[config.mk]
export PLATFORM = sky130hd
export DESIGN_NAME = fetch_prefetch_queue
export DESIGN_NICKNAME = d
export VERILOG_FILES = /design/src/rtl/fetch_prefetch_queue.sv
export SDC_FILE = /design/constraint.sdc
export NUM_CORES = 1
export LEC_CHECK = 0
export BUFFER_PORTS_ARGS = -buffer_cell sky130_fd_sc_hd__buf_2
export CAP_MARGIN = 20
export CORE_ASPECT_RATIO = 1.4
export CORE_UTILIZATION = 55
export CTS_CLUSTER_SIZE = 25
export DETAILED_ROUTE_END_ITERATION = 10
export PLACE_DENSITY = 0.83
export SYNTH_ARGS = -nofsm -noshare
export SYNTH_HDL_FRONTEND = slang
export SYNTH_SLANG_ARGS = --single-unit
[constraint.sdc]
create_clock -name clk -period 7 [get_ports clk]
set_input_delay 1.75 -clock clk [delete_from_list [all_inputs] [get_ports clk]]
set_output_delay 1.75 -clock clk [all_outputs]
set_load 0.005 [all_outputs]
[src/rtl/fetch_prefetch_queue.sv]
// Instruction-fetch front end: in-order requests to a variable-latency memory,
// a DEPTH-entry tagged queue toward decode, redirect flush with stale squashing, sticky halt.
module fetch_prefetch_queue #(
    parameter int unsigned        ADDR_W   = 16,
    parameter int unsigned        INSTR_W  = 16,
    parameter int unsigned        DEPTH    = 4,
    parameter int unsigned        PC_STEP  = 2,
    parameter logic [ADDR_W-1:0]  RESET_PC = '0
) (
    input  logic                         clk,
    input  logic                         rst_n,
    output logic                         imem_req_valid,
    output logic [ADDR_W-1:0]            imem_req_addr,
    input  logic                         imem_req_ready,
    input  logic                         imem_rsp_valid,
    input  logic [INSTR_W-1:0]           imem_rsp_data,
    input  logic                         redirect,
    input  logic [ADDR_W-1:0]            redirect_pc,
    input  logic                         halt,
    output logic                         dec_valid,
    output logic [INSTR_W-1:0]           dec_instr,
    output logic [ADDR_W-1:0]            dec_pc,
    output logic [ADDR_W-1:0]            dec_nxt_pc,
    input  logic                         dec_ready,
    output logic [$clog2(DEPTH+1)-1:0]   count,
    output logic                         halted
);
    // state  | meaning
    // FETCH  | issuing requests whenever space and no stale responses pending
    // HALTED | no new requests; queued/outstanding work still drains
    typedef enum logic {FETCH, HALTED} state_t;

    localparam int unsigned       PTR_W = $clog2(DEPTH);
    localparam int unsigned       CNT_W = $clog2(DEPTH + 1);
    localparam logic [PTR_W:0]    FULL  = (PTR_W + 1)'(DEPTH);
    localparam logic [ADDR_W-1:0] STEP  = ADDR_W'(PC_STEP);

    state_t             state_q, state_d;
    logic [ADDR_W-1:0]  fetch_pc;
    logic [PTR_W:0]     head, fill, tail, discard_cnt;
    logic [PTR_W:0]     occupancy, outstanding, discard_nxt;
    logic               accept, rsp_live, rsp_drop, pop;
    logic [ADDR_W-1:0]  pc_mem    [DEPTH];
    logic [INSTR_W-1:0] instr_mem [DEPTH];

    assign occupancy   = tail - head;
    assign outstanding = tail - fill;
    assign count       = CNT_W'(occupancy);
    assign halted      = (state_q == HALTED);

    // Held low during reset so the memory never sees a request before release.
    assign imem_req_valid = rst_n & (state_q == FETCH) & ~redirect & ~halt
                          & (occupancy < FULL) & (discard_cnt == '0);
    assign imem_req_addr  = fetch_pc;

    assign accept   = imem_req_valid & imem_req_ready;
    assign rsp_drop = imem_rsp_valid & (discard_cnt != '0);
    assign rsp_live = imem_rsp_valid & (discard_cnt == '0) & (fill != tail);
    assign dec_valid = (head != fill);
    assign pop       = dec_valid & dec_ready;

    // Every request still owed a response after a redirect becomes a discard.
    assign discard_nxt = outstanding + discard_cnt
                       - {{PTR_W{1'b0}}, rsp_live} - {{PTR_W{1'b0}}, rsp_drop};

    assign dec_pc     = dec_valid ? pc_mem[head[PTR_W-1:0]]    : '0;
    assign dec_instr  = dec_valid ? instr_mem[head[PTR_W-1:0]] : '0;
    assign dec_nxt_pc = dec_valid ? pc_mem[head[PTR_W-1:0]] + STEP : '0;

    always_comb begin
        state_d = state_q;
        if (redirect)
            state_d = FETCH;
        else if (state_q == FETCH && halt)
            state_d = HALTED;
    end

    always_ff @(posedge clk or negedge rst_n) begin
        if (!rst_n)
            state_q <= FETCH;
        else
            state_q <= state_d;
    end

    always_ff @(posedge clk or negedge rst_n) begin
        if (!rst_n) begin
            fetch_pc    <= RESET_PC;
            head        <= '0;
            fill        <= '0;
            tail        <= '0;
            discard_cnt <= '0;
        end else if (redirect) begin
            fetch_pc    <= redirect_pc;
            head        <= tail;
            fill        <= tail;
            discard_cnt <= discard_nxt;
        end else begin
            if (accept) begin
                tail     <= tail + 1'b1;
                fetch_pc <= fetch_pc + STEP;
            end
            if (rsp_live)
                fill <= fill + 1'b1;
            if (rsp_drop)
                discard_cnt <= discard_cnt - 1'b1;
            if (pop)
                head <= head + 1'b1;
        end
    end

    always_ff @(posedge clk) begin
        if (accept)
            pc_mem[tail[PTR_W-1:0]] <= fetch_pc;
        if (rsp_live && !redirect)
            instr_mem[fill[PTR_W-1:0]] <= imem_rsp_data;
    end
endmodule

* Yosys cells after proc, flatten, opt, wreduce, memory -nomap -nowiden
Memory sizes are Yosys's and may differ from the RTL's.
Cells that the tools add are included.
W data, S select, Z words.
** Cells by class
- Add/subtract/negate cells :: 11
- $lt $le $gt $ge :: 1
- Equal/unequal tests :: 2
- Muxes and demuxes :: 17
- Bitwise operators :: 13
- Reduce and logical (&&, ||, !) cells :: 11
** Operators with widths (number)
- $mux W16 :: 5
- $add A16 B2 Y16 const B :: 2
- $mux W3 :: 6
- $and A1 B1 Y1 :: 10
- $reduce_bool A2 Y1 :: 5
- $add A3 B1 Y3 const B :: 3
- $mux W1 :: 6
- $ne A3 B3 Y1 :: 2
- $sub A3 B1 Y3 :: 2
- $sub A3 B3 Y3 :: 2
- $add A3 B3 Y3 :: 1
- $logic_not A3 Y1 :: 1
- $lt A3 B3 Y1 const B :: 1
- $not A1 Y1 :: 3
- $reduce_bool A3 Y1 :: 1
- $sub A3 B1 Y3 const B :: 1
- $logic_and A1 B1 Y1 :: 2
- $reduce_and A2 Y1 :: 1
- $logic_not A1 Y1 :: 1
** Storage, ports and cells
- Register bits after elaboration :: 29
- Memory bits (writable) :: 128
- Input port bits :: 39
- Output and inout bits :: 70
- Logic and storage cells :: 63
- Memories kept :: 2
** Memory list
- instr_mem :: depth 4, width 16, rd ports 1, clocked after memory_dff 0, wr ports 1, RTL line 44 : logic [INSTR_W-1:0] instr_mem [DEPTH];
- pc_mem :: depth 4, width 16, rd ports 1, clocked after memory_dff 0, wr ports 1, RTL line 43 : logic [ADDR_W-1:0] pc_mem [DEPTH];

* Depth between registers and ports, before layout
- Word-level depth :: 9
- Gate-level depth with buffers :: 15
- Depth with buffers taken out :: 15

* Worst setup path after synthesis
OpenSTA, ideal clock, no wires.
- Path type :: input port to flip-flop
- Start point :: input port imem_rsp_valid
- End point :: register discard_cnt[2]
- Setup time :: 0.080 ns
- Arrival :: 4.655 ns
- Required time :: 6.920 ns
- Slack :: 2.266 ns
- Stages on the path :: 13
- Path buffers :: 0
- Path through :: inv_1 -> a311oi_2 -> ha_1 -> fa_1 -> fa_1 -> inv_1 -> ha_1 -> fa_1 -> xor2_1 -> xnor2_1 -> xnor2_1 -> a21oi_1 -> xnor2_1
** On the way
- Longest elaborated chain between the ends :: 5
- Elaborated cells between the ends (all ways) :: 7
- Classes of those cells :: add/sub: 2; mux: 1; bitwise: 3; reduce/logical: 1
** RTL lines
- from (decl) :: RTL line 15 : input logic imem_rsp_valid,
- $and A1 B1 Y1 (2 in series) :: RTL line 58 : assign rsp_live = imem_rsp_valid & (discard_cnt == '0) & (fill != tail);
- $sub A3 B1 Y3 (2 in series) :: RTL line 64 : - {{PTR_W{1'b0}}, rsp_live} - {{PTR_W{1'b0}}, rsp_drop};
- $mux W3 :: RTL line 92 : end else if (redirect) begin
- to (signal assigned) :: RTL line 96 : discard_cnt <= discard_nxt;
- to (signal assigned) :: RTL line 105 : discard_cnt <= discard_cnt - 1'b1;
- to (decl) :: RTL line 40 : logic [PTR_W:0] head, fill, tail, discard_cnt;
Several ways; a longest one is shown, not always the timed one.
A chain may end at the register's enable or synchronous reset.

* Worst setup path in the final report
- Start point :: register head[1]
- End point :: output port dec_nxt_pc[15]
** On the way
- Longest elaborated chain between the ends :: 3
- Elaborated cells between the ends (all ways) :: 4
- Classes of those cells :: add/sub: 1; eq/ne: 1; mux: 1; memory: 1
** RTL lines
- from (decl) :: RTL line 40
- from (signal assigned) :: RTL line 94 : head <= tail;
- from (signal assigned) :: RTL line 107 : head <= head + 1'b1;
- $mem_v2 Z4 W16
- $add A16 B2 Y16 :: RTL line 68 : assign dec_nxt_pc = dec_valid ? pc_mem[head[PTR_W-1:0]] + STEP : '0;
- $mux W16 * :: RTL line 68
- to (decl) :: RTL line 23 : output logic [ADDR_W-1:0] dec_nxt_pc,
Every way passes the cells marked *; elsewhere a longest branch is shown, timed or not.

==> impl_metrics.ini <==
[floorplanning]
io_pins = 109
initial_utilization = 0.565
rows = 49
fp.dieW_um = 99.0
die_area_um2 = 13600
die_h_um = 138
core_um2 = 12800

[clock_tree]
clk_latency_ps = 410
clock-sinks = 157
numCtsBuffers = 17
cts.htree.levels = 4
cts_tree = built
clk_pin_slew_ps = 60
cts_buffer_depth = 2
hold_buffers = 0
root_buffer = clkbuf_16
cts_resized = 0
cts_setup_buffers = 0

[route]
drc = 0
finalWirelength_um = 15100
vias_per_cell = 5.79
ant_nets = 0
first_iter_violations = 257
drtPass1Iterations = 5
via_count = 4316
route.detailed.wl_per_inst_um = 20.2

[power_and_ir_drop]
pwr_density_cell_nw_per_um2 = 409
leakage_nw = 3.30
power_w = 0.00346
peakVddDrop_mv = 0.304

[worst_setup_path]
startpoint_type = flop
cp_slowest_stage_delay_ps = 950
cp_slowest_cell = dfrtp_1
worst_setup_path_end_kind = output port
cp_top_family = buffers and inverters
critPathRequiredTime_ps = 5250
path_max_fanout = 36
critPathBufInv = 3
critPathKind = reg -> out
path_cells = buf_4 > xnor2_1 > and3_1 > inv_1 > and2_1 > mux2_4 > buf_2
worst_ep_arrival_time_ps = 3670

[sta]
worstMarginPinSlew_ps = 932
finalClockSkew_ps = 11.0
hold_viol = 0
fmax_mhz = 185
grt_setup_unrepaired = no
setup_viol = 0
timing.final.crit_share = 0.774
final-max-slew-violation-count = 0
relSlewSlack = 0.378
hold_slack_ps = 497
finalCriticalPeriod_ps = 5420
setup_tns_ps = 0

[final_layout]
drive_gt1_frac = 0.302
fin_cells = 745
diodes = 0
filler_cell_count = 870
nets = 640
syn2layout_area_growth_pct = 17.1

[grt]
grt_first_pass_wirelength_um = 23300
grtUsageTotal = 0.234
grt_overflow = 0
antenna_found_initial = 0
grt_max_degree = 37
grt_pass1_vias = 4486

[place]
dpl.cell_count = 713
port_buffers = 108
dp_hpwl_um = 9760
gp_congestion = 0.824

[synth]
yosysWarnings = 0
synth_edf_count = 128
synth_area_um2 = 7240
ys.flop_type = edfxtp_1
avgSynthCellArea_um2 = 15.3
ys_seq_area_frac = 0.631
yosysUniqueCellTypes = 46
synth_top_cell_by_area = edfxtp_1
ys_ff_latch = 157
yosys-top-cells-area = edfxtp_1 53%, dfrtp_1 10%, mux4_2 9.0%, and2_1 3.6%, ha_1 2.9%
yosys.area.top_type_share = 0.531
ys_async_sr_fraction = 0.185
synthCells = 472
yosysMostFrequentCell = edfxtp_1
synth_common_cells = 128 x edfxtp_1, 42 x and2_1, 29 x dfrtp_1, 29 x mux4_2, 27 x nand2_1
syn_nets = 533

[job]
maxCapViolations = 0

[min_path]
min-delay-path-class = reg -> reg

[outcome]
status = finished, final reports clean
per-layer routing:
layer	GRT usage	share of wire
met1	0.279	0.39
met2	0.411	0.54
met3	0.0497	0.044
met4	0.103	0.024
met5	0	0
cells in the final DEF (no fill, tap or decap), drive strengths merged, types with 5 or more instances in the layout:
| cell type | netlist | routed |
|---|---|---|
| xnor2 | 16 | 16 |
| and2 | 43 | 43 |
| o21ai | 15 | 15 |
| a21oi | 5 | 5 |
| nand3 | 17 | 17 |
| mux2i | 8 | 8 |
| fa | 5 | 5 |
| mux4 | 32 | 32 |
| nand4 | 7 | 7 |
| buf | 14 | 110 |
| xor2 | 20 | 20 |
| dfrtp | 29 | 29 |
| inv | 19 | 20 |
| nor2 | 23 | 23 |
| clkbuf | 8 | 19 |
| ha | 17 | 17 |
| and3 | 9 | 9 |
| nand2 | 28 | 28 |
| edfxtp | 128 | 128 |
cells by family after synthesis:
kind of cell    share of synthesized area
compound gates                     0.0280
xor+xnor                           0.0467
simple gates                        0.106
buf+inv                            0.0294
flops                               0.631
fa+ha+maj                          0.0432
mux                                 0.116
final timing paths:
kind | from | end | slack (ps) | cells after the start
max | head[1]$_DFFE_PN0P_ | dec_nxt_pc[15] | 1580 | 7
min | discard_cnt[2]$_DFFE_PN0P_ | discard_cnt[2]$_DFFE_PN0P_ | 500 | 1
max reg2reg | discard_cnt[0]$_DFFE_PN0P_ | discard_cnt[2]$_DFFE_PN0P_ | 3000 | 15
min reg2reg | discard_cnt[2]$_DFFE_PN0P_ | discard_cnt[2]$_DFFE_PN0P_ | 500 | 1
max in group asynchronous | rst_n | head[0]$_DFFE_PN0P_ | 5100 | 1
min in group asynchronous | rst_n | imem_req_addr[8]$_DFFE_PN0N_ | 1380 | 1
report_power, final:
group | switching, W | total (W) | internal [W]
registers | 0.0000961 | 0.00117 | 0.00107
clock network | 0.000354 | 0.000962 | 0.000608
logic | 0.000672 | 0.00133 | 0.000661
total | 0.00112 | 0.00346 | 0.00234
layout make-up:
class	count	area, um^2	area share
Timing Repair Buffer	110	556	0.0655
Inverter	19	71.3	0.00841
Clock inverter	13	190	0.0224
Multi-Input combinational cell	274	2460	0.290
Clock buffer	19	443	0.0522
Sequential cell	157	4570	0.539
Tap cell	153	191	0.0226
sequential cells by signal (all words and copies together), names as in the netlist:
signal / cells
instr_mem: 64
pc_mem: 64
imem_req_addr: 16
discard_cnt: 3
fill: 3
head: 3
tail: 3
halted: 1
per-stage QoR:
stage | utilization | worst slack [ps] | instance area [um^2]
after global placement | 0.612 | 2020 | 7850
after floorplan | - | 2270 | 7240
after CTS | 0.662 | 1540 | 8480
after global routing | 0.662 | 1340 | 8480
after detailed placement | 0.612 | 1950 | 7850
final | 0.662 | 1580 | 8480
(Power assumes the default switching activity.)
